File: src/rtl/pipe_cla_pkg.sv
// Shared constants and types for the pipelined carry-lookahead adder.
package pipe_cla_pkg;
  localparam int GROUP_W = 4;

  localparam int FLAG_N = 3;
  localparam int FLAG_Z = 2;
  localparam int FLAG_C = 1;
  localparam int FLAG_V = 0;

  typedef struct packed {
    logic n;
    logic z;
    logic c;
    logic v;
  } flags_t;
endpackage

File: src/rtl/cla_group.sv
// 4-bit generate/propagate lookahead group: sum, carry-out and carry into its MSB.
module cla_group
  import pipe_cla_pkg::*;
(
  input  logic [GROUP_W-1:0] a,
  input  logic [GROUP_W-1:0] b,
  input  logic               ci,
  output logic [GROUP_W-1:0] s,
  output logic               co,
  output logic               cm
);
  logic [GROUP_W-1:0] g;
  logic [GROUP_W-1:0] p;
  logic [GROUP_W:0]   c;

  assign g = a & b;
  assign p = a ^ b;

  always_comb begin
    c    = '0;
    c[0] = ci;
    c[1] = g[0] | (p[0] & ci);
    c[2] = g[1] | (p[1] & g[0]) | (p[1] & p[0] & ci);
    c[3] = g[2] | (p[2] & g[1]) | (p[2] & p[1] & g[0]) | (p[2] & p[1] & p[0] & ci);
    c[4] = g[3] | (p[3] & g[2]) | (p[3] & p[2] & g[1]) | (p[3] & p[2] & p[1] & g[0])
         | (p[3] & p[2] & p[1] & p[0] & ci);
  end

  assign s  = p ^ c[GROUP_W-1:0];
  assign co = c[GROUP_W];
  assign cm = c[GROUP_W-1];
endmodule

File: src/rtl/pipe_cla_adder.sv
// Pipelined add/subtract, one WIDTH/STAGES slice per stage with elastic handshake.
// Optional N/Z/C/V flags are built only when PIPE_CLA_FLAGS_EN is defined.
module pipe_cla_adder
  import pipe_cla_pkg::*;
#(
  parameter int WIDTH  = 64,
  parameter int STAGES = 4
) (
  input  logic             clk,
  input  logic             reset,
  input  logic             in_valid,
  output logic             in_ready,
  input  logic [WIDTH-1:0] a,
  input  logic [WIDTH-1:0] b,
  input  logic             cin,
  input  logic             sub,
  output logic             out_valid,
  input  logic             out_ready,
  output logic [WIDTH-1:0] sum,
  output logic [3:0]       flags
);
  localparam int SLICE_W = WIDTH / STAGES;
  localparam int GROUPS  = SLICE_W / GROUP_W;

  logic [STAGES-1:0]  vld_p;
  logic [STAGES-1:0]  adv;
  logic               full_run;

  // acc_p rotates right one slice per stage: finished sum slices enter at the
  // top while the pending a slice is always at the bottom, so after the last
  // stage the sum sits in place.
  logic [WIDTH-1:0]   acc_p   [STAGES];
  logic [WIDTH-1:0]   bsh_p   [STAGES-1];
  logic               cy_p    [STAGES-1];

  logic [WIDTH-1:0]   a_in    [STAGES];
  logic [WIDTH-1:0]   b_in    [STAGES];
  logic               c_in    [STAGES];
  logic [SLICE_W-1:0] slice_s [STAGES];
  logic               slice_co[STAGES];
  logic [GROUPS-1:0]  ci_msb  [STAGES];
  logic               unused_bits;

  // A stage may load when it, or any stage below the output, has a free slot.
  always_comb begin
    full_run = 1'b1;
    adv      = '0;
    for (int k = STAGES - 1; k >= 0; k--) begin
      full_run = full_run & vld_p[k];
      adv[k]   = out_ready | ~full_run;
    end
  end

  assign in_ready = adv[0] & ~reset;

  for (genvar k = 0; k < STAGES; k++) begin : g_stage
    logic [GROUPS:0] gc;

    if (k == 0) begin : g_first
      assign a_in[k] = a;
      assign b_in[k] = sub ? ~b : b;
      assign c_in[k] = sub | cin;
    end else begin : g_next
      assign a_in[k] = acc_p[k-1];
      assign b_in[k] = bsh_p[k-1];
      assign c_in[k] = cy_p[k-1];
    end

    assign gc[0] = c_in[k];
    for (genvar g = 0; g < GROUPS; g++) begin : g_grp
      cla_group u_grp (
        .a  (a_in[k][g*GROUP_W +: GROUP_W]),
        .b  (b_in[k][g*GROUP_W +: GROUP_W]),
        .ci (gc[g]),
        .s  (slice_s[k][g*GROUP_W +: GROUP_W]),
        .co (gc[g+1]),
        .cm (ci_msb[k][g])
      );
    end
    assign slice_co[k] = gc[GROUPS];
  end

  // Carry-into-group-MSB is only consumed for V in the last group of the last stage.
  always_comb begin
    unused_bits = (^b_in[STAGES-1]) ^ slice_co[STAGES-1];
    for (int k = 0; k < STAGES; k++) begin
      unused_bits = unused_bits ^ (^ci_msb[k]);
    end
  end

  // ---- stage boundary: valid bits ----
  always_ff @(posedge clk) begin
    if (reset) begin
      vld_p <= '0;
    end else begin
      if (adv[0]) vld_p[0] <= in_valid & in_ready;
      for (int k = 1; k < STAGES; k++) begin
        if (adv[k]) vld_p[k] <= vld_p[k-1];
      end
    end
  end

  // ---- stage boundary: data registers ----
  always_ff @(posedge clk) begin
    for (int k = 0; k < STAGES; k++) begin
      if (adv[k]) acc_p[k] <= {slice_s[k], a_in[k][WIDTH-1:SLICE_W]};
    end
    for (int k = 0; k < STAGES - 1; k++) begin
      if (adv[k]) begin
        bsh_p[k] <= {{SLICE_W{1'b0}}, b_in[k][WIDTH-1:SLICE_W]};
        cy_p[k]  <= slice_co[k];
      end
    end
  end

  assign out_valid = vld_p[STAGES-1];
  assign sum       = vld_p[STAGES-1] ? acc_p[STAGES-1] : '0;

`ifdef PIPE_CLA_FLAGS_EN
  logic   z_p [STAGES-1];
  logic   zc  [STAGES];
  flags_t fl_p;

  // Zero detect is accumulated one slice per stage.
  always_comb begin
    zc[0] = ~(|slice_s[0]);
    for (int k = 1; k < STAGES; k++) begin
      zc[k] = z_p[k-1] & ~(|slice_s[k]);
    end
  end

  // ---- stage boundary: flag registers ----
  always_ff @(posedge clk) begin
    for (int k = 0; k < STAGES - 1; k++) begin
      if (adv[k]) z_p[k] <= zc[k];
    end
    if (adv[STAGES-1]) begin
      fl_p.n <= slice_s[STAGES-1][SLICE_W-1];
      fl_p.z <= zc[STAGES-1];
      fl_p.c <= slice_co[STAGES-1];
      fl_p.v <= slice_co[STAGES-1] ^ ci_msb[STAGES-1][GROUPS-1];
    end
  end

  assign flags = vld_p[STAGES-1] ? fl_p : 4'b0000;
`else
  assign flags = 4'b0000;
`endif
endmodule

File: config.mk
export PLATFORM = sky130hd
export DESIGN_NAME = pipe_cla_adder
export DESIGN_NICKNAME = d
export VERILOG_FILES = /design/src/rtl/pipe_cla_pkg.sv /design/src/rtl/cla_group.sv /design/src/rtl/pipe_cla_adder.sv
export SDC_FILE = /design/constraint.sdc
export NUM_CORES = 1
export LEC_CHECK = 0
export CAP_MARGIN = 20
export CORE_MARGIN = 5
export CORE_UTILIZATION = 38
export DETAILED_ROUTE_END_ITERATION = 6
export PLACE_DENSITY_LB_ADDON = 0.2
export SLEW_MARGIN = 30
export SYNTH_ARGS = -nofsm -noshare
export SYNTH_HDL_FRONTEND = slang
export SYNTH_SLANG_ARGS = --single-unit
File: constraint.sdc
create_clock -name clk -period 10.4 [get_ports clk]
set_clock_uncertainty 0.15 [all_clocks]
set_input_delay 2.6 -clock clk [delete_from_list [all_inputs] [get_ports clk]]
set_output_delay 2.6 -clock clk [all_outputs]
set_load 0.01 [all_outputs]
==> summary.txt, run 1 <==
Clk sinks: 359
Gate power share: 0.094
Post_cts resized: 0
Mapped cell area: 14490 µm²
Status: finished clean
Synth cell types: 52
Crit. End Element: output port
Final Max Slew Viols: 0
Clock Power Share: 0.352
Vias: 7127
Switching fraction of total power: 0.2081
Initial Utilization: 0.3848
Hold endpoint: acc_p[3][9]
Die area: 42140 µm²
Setup TNS: 0 ns
Setup bufs post-CTS: 0
Worst path top cell family by delay: simple AND/OR/NAND/NOR gates
ANT cells: 0
Vias per cell: 4.457
Fin crit share: 0.7009
Max-Cap Viols: 0
Cts hold-fix bufs: 0
Async set-or-reset flop fraction in the synthesized netlist: 0
Crit-path cells: clkdlybuf4s50_1 > nor2b_1 > and3_1 > a21oi_1 > clkdlybuf4s50_1
Row count: 71
Flop pwr share: 0.554
First-pass GRT wire length: 38.87 mm
Core area: 37670 µm²
Worst EP required: 7.65 ns
Synth Instances: 832
Hold path startpoint: acc_p[2][25]
Post-DP HPWL: 16.69 mm
Final hold vios: 0
Fmax: 0.1372 GHz
Crit path buffers/inverters: 2
Antenna violations before repair: 6
Switch Pwr: 0.7467 mW
Reg2Reg Depth: 4
Port Buffers: 199
Critical Path Fanout Max: 5
P_int: 2.842 mW
Critical Path AT: 4.54 ns
Worst-Margin Slew: 0.9034 ns
TritonRoute pass-1 iters: 4
Root Buffer: clkbuf_16
Vias in the first global route: 7463
Gr ovfl total: 0
Most frequent cells in the layout: 355 x edfxtp_1, 198 x clkdlybuf4s50_1, 79 x xor2_1, 64 x and2_1, 63 x ha_1
# placed instances: 1531
Worst path max stage delay: 0.51 ns
Worst r2r src: vld_p[3]
Nets@finish: 1274
Hold WC Path Type: flip-flop to flip-flop
Sequential share of the synthesized area: 0.7411
Commonest non-fill, non-tap cell in the layout: edfxtp_1
Reg2Reg Setup Slack: 7.07 ns
CP Class: primary input to output port
Tmin final: 7.289 ns
Top cell by count, worst path: clkdlybuf4s50_1
Fraction of final layout cells sized beyond drive strength 1: 0.07537
Pwr Density: 196.3 nW/µm²
Yosys reg bits: 359
H-tree depth: 2
Number of synthesized flops with an enable pin: 355
Drt drc: 0
RSZ-0062 raised after global routing: no
Slew HR: 0.3977
Synthesis Warnings: 0
DRT antenna net count: 0
Layout Cells excl Fill: 1599
Pin count of the biggest net entering global routing: 82
Later-pin clock latency in the skew report: 0.52 ns
CTS tree: yes
CP max-delay cell: nor2b_1
Height of the chip: 205.3 µm
RePlAce Congestion: 0.8157
Synth-to-Final Area Change: 26.13%
Routed Wire Length: 24.45 mm
Final setup fails: 0
Peak supply drop: 0.00009465 V
Capturing point of the worst reg2reg path: acc_p[0][46]
CTS Buf Count: 39
Total GRT Usage: 0.1183
I/O pins: 204
Clk buf depth: 3
WHS Path Cells: 0
Clock Pin Slew Worst Setup and Hold Paths: 0.06 ns
Post-DR wirelength/cell: 15.29 µm
Mean post-synth cell area: 17.42 µm²
DRT iter0 DRCs: 305
Pleak: 6.969 nW
Die W: 205.3 µm
Crit start category: primary input
Top_reg_cell synth: edfxtp_1
[metrics by stage]
step	hold WS, ns	setup slack [ns]	power (mW)	cell area [µm²]	utilization
floorplan	0.2503	4.294	2.221	14500	-
detailed placement	0.2545	3.101	2.364	17110	0.4542
global route	0.2602	2.940	3.772	18280	0.4853
finish	0.2602	3.111	3.589	18280	0.4853
global placement	0.2502	3.302	2.346	17100	0.4539
CTS	0.2603	3.090	3.647	18280	0.4853
[Yosys cell counts, types with 2 or more instances]
cell type,instances,area (µm²)
edfxtp_1,355,10660
and3_1,2,12.51
o31ai_2,2,25.02
a21oi_4,2,32.53
buf_4,4,30.03
nand4_1,2,12.51
xor2_1,79,691.9
clkbuf_1,8,30.03
a211oi_1,6,45.04
o21ai_1,4,20.02
nand3_1,9,45.04
nor3_1,4,20.02
nor2b_1,6,37.54
nor4_1,2,12.51
nor2_1,29,108.9
a211oi_2,2,25.02
a21oi_1,21,105.1
and2_2,2,15.01
buf_1,2,7.510
o21ai_2,2,17.52
a21o_1,18,135.1
o21bai_1,4,30.03
nand2b_1,7,43.79
xnor2_1,32,280.3
ha_1,63,788.3
fa_1,16,320.3
and2_1,64,400.4
dfxtp_1,4,80.08
buf_2,4,20.02
a31oi_1,2,12.51
nand2_1,9,33.78
o21a_1,6,45.04
inv_1,33,123.9
a21oi_2,2,17.52
o21ai_0,8,40.04
[routing by layer]
layer,global-route usage,up-vias,routed length (µm)
met3,0.04523,56,1937
met2,0.2051,157,12420
met4,0.03876,10,600
met1,0.1352,3389,9429
met5,0,-,68
li1,-,3515,-
[logic make-up (layout without fill, tap and decap cells)]
family	count (synthesis)	after routing	share of synthesized area
flops	359	359	0.7411
compound gates	89	89	0.04584
xor+xnor	111	111	0.06708
simple gates	142	142	0.05465
fa+ha+maj	79	79	0.07649
other cells	1	4	0.0002588
buf+inv	51	304	0.01459
[state kept, by name, indices dropped and copies added (netlist names)]
| register | flops |
|---|---|
| vld_p | 4 |
| acc_p | 256 |
| bsh_p | 96 |
| cy_p | 3 |
[worst max path at each step]
| stage | startpoint | end | slack (ns) | cells past startpoint |
|---|---|---|---|---|
| 4_1_cts | out_ready | in_ready | 3.09 | 5 |
| 5_1_grt | out_ready | in_ready | 2.94 | 5 |
| 3_5_place_dp | out_ready | in_ready | 3.10 | 5 |
| 3_3_place_gp | out_ready | in_ready | 3.30 | 5 |
| 2_1_floorplan | out_ready | acc_p[0][0] | 4.29 | 3 |
| 6_report | out_ready | in_ready | 3.11 | 5 |
[layout make-up]
type                    count  area (µm²)
multi-input cells         425        3576
fillers                  3273       19390
inverters                  33       127.6
clock buffers              48        1052
repair buffers            203        2019
flip-flops and latches    359       10740
well taps                 511       639.4
clock inverters            20       121.4
[power by group through the flow]
stage	clock network (mW)	logic (mW)	registers (mW)
detailed placement	0	0.341	2.02
global placement	0	0.334	2.01
CTS	1.31	0.343	1.99
floorplan	0	0.228	1.99
global route	1.37	0.382	2.02
finish	1.26	0.338	1.99
No activity file was read; power rests on OpenSTA's default activity.
==> run 2: changes to the inputs <==
clock period = 6.45 ns   (was 10.4 ns; I/O delays follow)
==> run 2 against run 1 <==
Net effect:
- sequential share of layout area fell by 0.14 points
- worst hold slack got worse by 0.0056 ns
- design area rose by 0.22%
- combinational power rose by 62%
- critical path depth did not move
- via count rose by 0.46%
- critical path type unchanged
- largest cell class unchanged
- highest routed layer unchanged
==> summary.txt, run 2 (synthesized netlist as in run 1, its figures left out) <==
CTS Buf Count: 38 (-2.6%)
Peak supply drop: 0.0001685 V (+78%)
DRT iter0 DRCs: 277 (-9.2%)
Final Max Slew Viols: 0 (unchanged)
Nets@finish: 1275 (+0.078%)
Port Buffers: 199 (unchanged)
TritonRoute pass-1 iters: 4 (unchanged)
Worst path max stage delay: 0.52 ns (about the same)
Drt drc: 0 (unchanged)
Row count: 71 (unchanged)
First-pass GRT wire length: 39.01 mm (+0.36%)
Fin crit share: 0.8242
Die area: 42140 µm² (unchanged)
Hold WC Path Type: flip-flop to flip-flop
Cts hold-fix bufs: 0 (unchanged)
Crit. End Element: output port
Crit-path cells: clkdlybuf4s50_1 > nor2b_1 > and3_1 > a21oi_1 > clkdlybuf4s50_1
Top cell by count, worst path: clkdlybuf4s50_1
Commonest non-fill, non-tap cell in the layout: edfxtp_1
Routed Wire Length: 24.83 mm (+1.6%)
Pwr Density: 318.8 nW/µm² (+62%)
Synth-to-Final Area Change: 26.41%
Critical Path Fanout Max: 5 (unchanged)
Clk sinks: 359 (unchanged)
Critical Path AT: 3.55 ns (-0.99 ns)
Pleak: 6.996 nW (+0.40%)
Die W: 205.3 µm (unchanged)
Final hold vios: 0 (unchanged)
Antenna violations before repair: 5 (-1)
Tmin final: 5.316 ns
Root Buffer: clkbuf_16
Final setup fails: 0 (unchanged)
Crit start category: primary input
Worst-Margin Slew: 0.8851 ns (-0.01830 ns)
DRT antenna net count: 0 (unchanged)
Gr ovfl total: 0 (unchanged)
Post-DR wirelength/cell: 15.49 µm (+1.3%)
Biggest regs: acc_p x256, bsh_p x96, vld_p x4
Fmax: 0.1881 GHz
H-tree depth: 2 (unchanged)
RSZ-0062 raised after global routing: no
Worst EP required: 4.69 ns (-2.96 ns)
CP max-delay cell: nor2b_1
CP Class: primary input to output port
Max-Cap Viols: 0 (unchanged)
Setup TNS: 0 ns (unchanged)
Setup bufs post-CTS: 0 (unchanged)
Total GRT Usage: 0.1192 (+0.0008730)
Hold slack: 0.2547 ns (-0.005571 ns)
I/O pins: 204 (unchanged)
Most frequent cells in the layout: 355 x edfxtp_1, 198 x clkdlybuf4s50_1, 79 x xor2_1, 64 x and2_1, 63 x ha_1
Fin area: 18320 µm² (+0.22%)
Post_cts resized: 0 (unchanged)
Top reg by flops: acc_p
Height of the chip: 205.3 µm (unchanged)
Vias in the first global route: 7569 (+1.4%)
Core area: 37670 µm² (unchanged)
Vias: 7160 (+0.46%)
Clk buf depth: 3 (unchanged)
CTS tree: yes
Initial Utilization: 0.3848 (unchanged)
RePlAce Congestion: 0.8037 (-1.5%)
Pin count of the biggest net entering global routing: 82 (unchanged)
Largest register FFs: 256 (unchanged)
Status: finished clean
Vias per cell: 4.467 (+0.21%)
Later-pin clock latency in the skew report: 0.52 ns (about the same)
Fillers: 3295 (+0.67%)
Clock Pin Slew Worst Setup and Hold Paths: 0.06 ns (about the same)
Slew HR: 0.4099 (+0.01220)
Placed instance area: 17120 µm² (about the same)
Fraction of final layout cells sized beyond drive strength 1: 0.07974 (+0.004376)
Post-DP HPWL: 17.10 mm (+2.5%)
-- run 2: layout make-up --
class                           instances  area (µm²)  area share
Tap cell                              511       639.4     0.03490
Clock inverter                         22       192.7     0.01052
Multi-Input combinational cell        425        3576      0.1952
Timing Repair Buffer                  205        2034      0.1111
Clock buffer                           47        1006     0.05491
Sequential cell                       359       10740      0.5863
Antenna cell                            1       2.502   0.0001366
Inverter                               33       127.6    0.006966
-- run 2: critical path: cells and delay by family --
kind / cells / cell delay (ns)
AOI/OAI and AO/OA: 1 / 0.11
buffers and inverters: 2 / 0.88
and+or+nand+nor: 2 / 0.94
-- run 2: final timing paths --
path | slack (ns) | end | cells after the start | from
worst max-delay path | 1.13 | in_ready | 5 | out_ready
worst min-delay path | 0.25 | bsh_p[0][78] | 0 | bsh_p[0][46]
worst max register to register | 3.35 | acc_p[3][61] | 10 | acc_p[2][0]
worst min register to register | 0.25 | bsh_p[0][78] | 0 | bsh_p[0][46]
-- run 2: metrics by stage --
| step | total power, mW | setup WS (ns) | utilization | std cells |
|---|---|---|---|---|
| 6_report | 5.840 | 1.134 | 0.4864 | 1603 |
| 5_1_grt | 6.132 | 0.9986 | 0.4863 | 1602 |
| 4_1_cts | 5.937 | 1.130 | 0.4863 | 1602 |
| 3_5_place_dp | 3.817 | 1.125 | 0.4545 | 1533 |
| 3_3_place_gp | 3.784 | 1.332 | 0.4543 | 1533 |
| 2_1_floorplan | 3.580 | 1.332 | - | 835 |
-- run 2: metal layers --
layer | share of wire | wire [µm] | track usage | vias up
met5 | 0.0027 | 67 | 0 | -
met4 | 0.025 | 619 | 0.04163 | 10
met3 | 0.085 | 2104 | 0.04712 | 50
met2 | 0.51 | 12660 | 0.2076 | 169
met1 | 0.38 | 9380 | 0.1332 | 3410
li1 | - | - | - | 3521
-- run 2: power by group --
group	switching, mW	leakage (nW)	internal [mW]
logic	0.257	2.62	0.290
clock network	0.854	0.590	1.23
registers	0.107	3.79	3.10
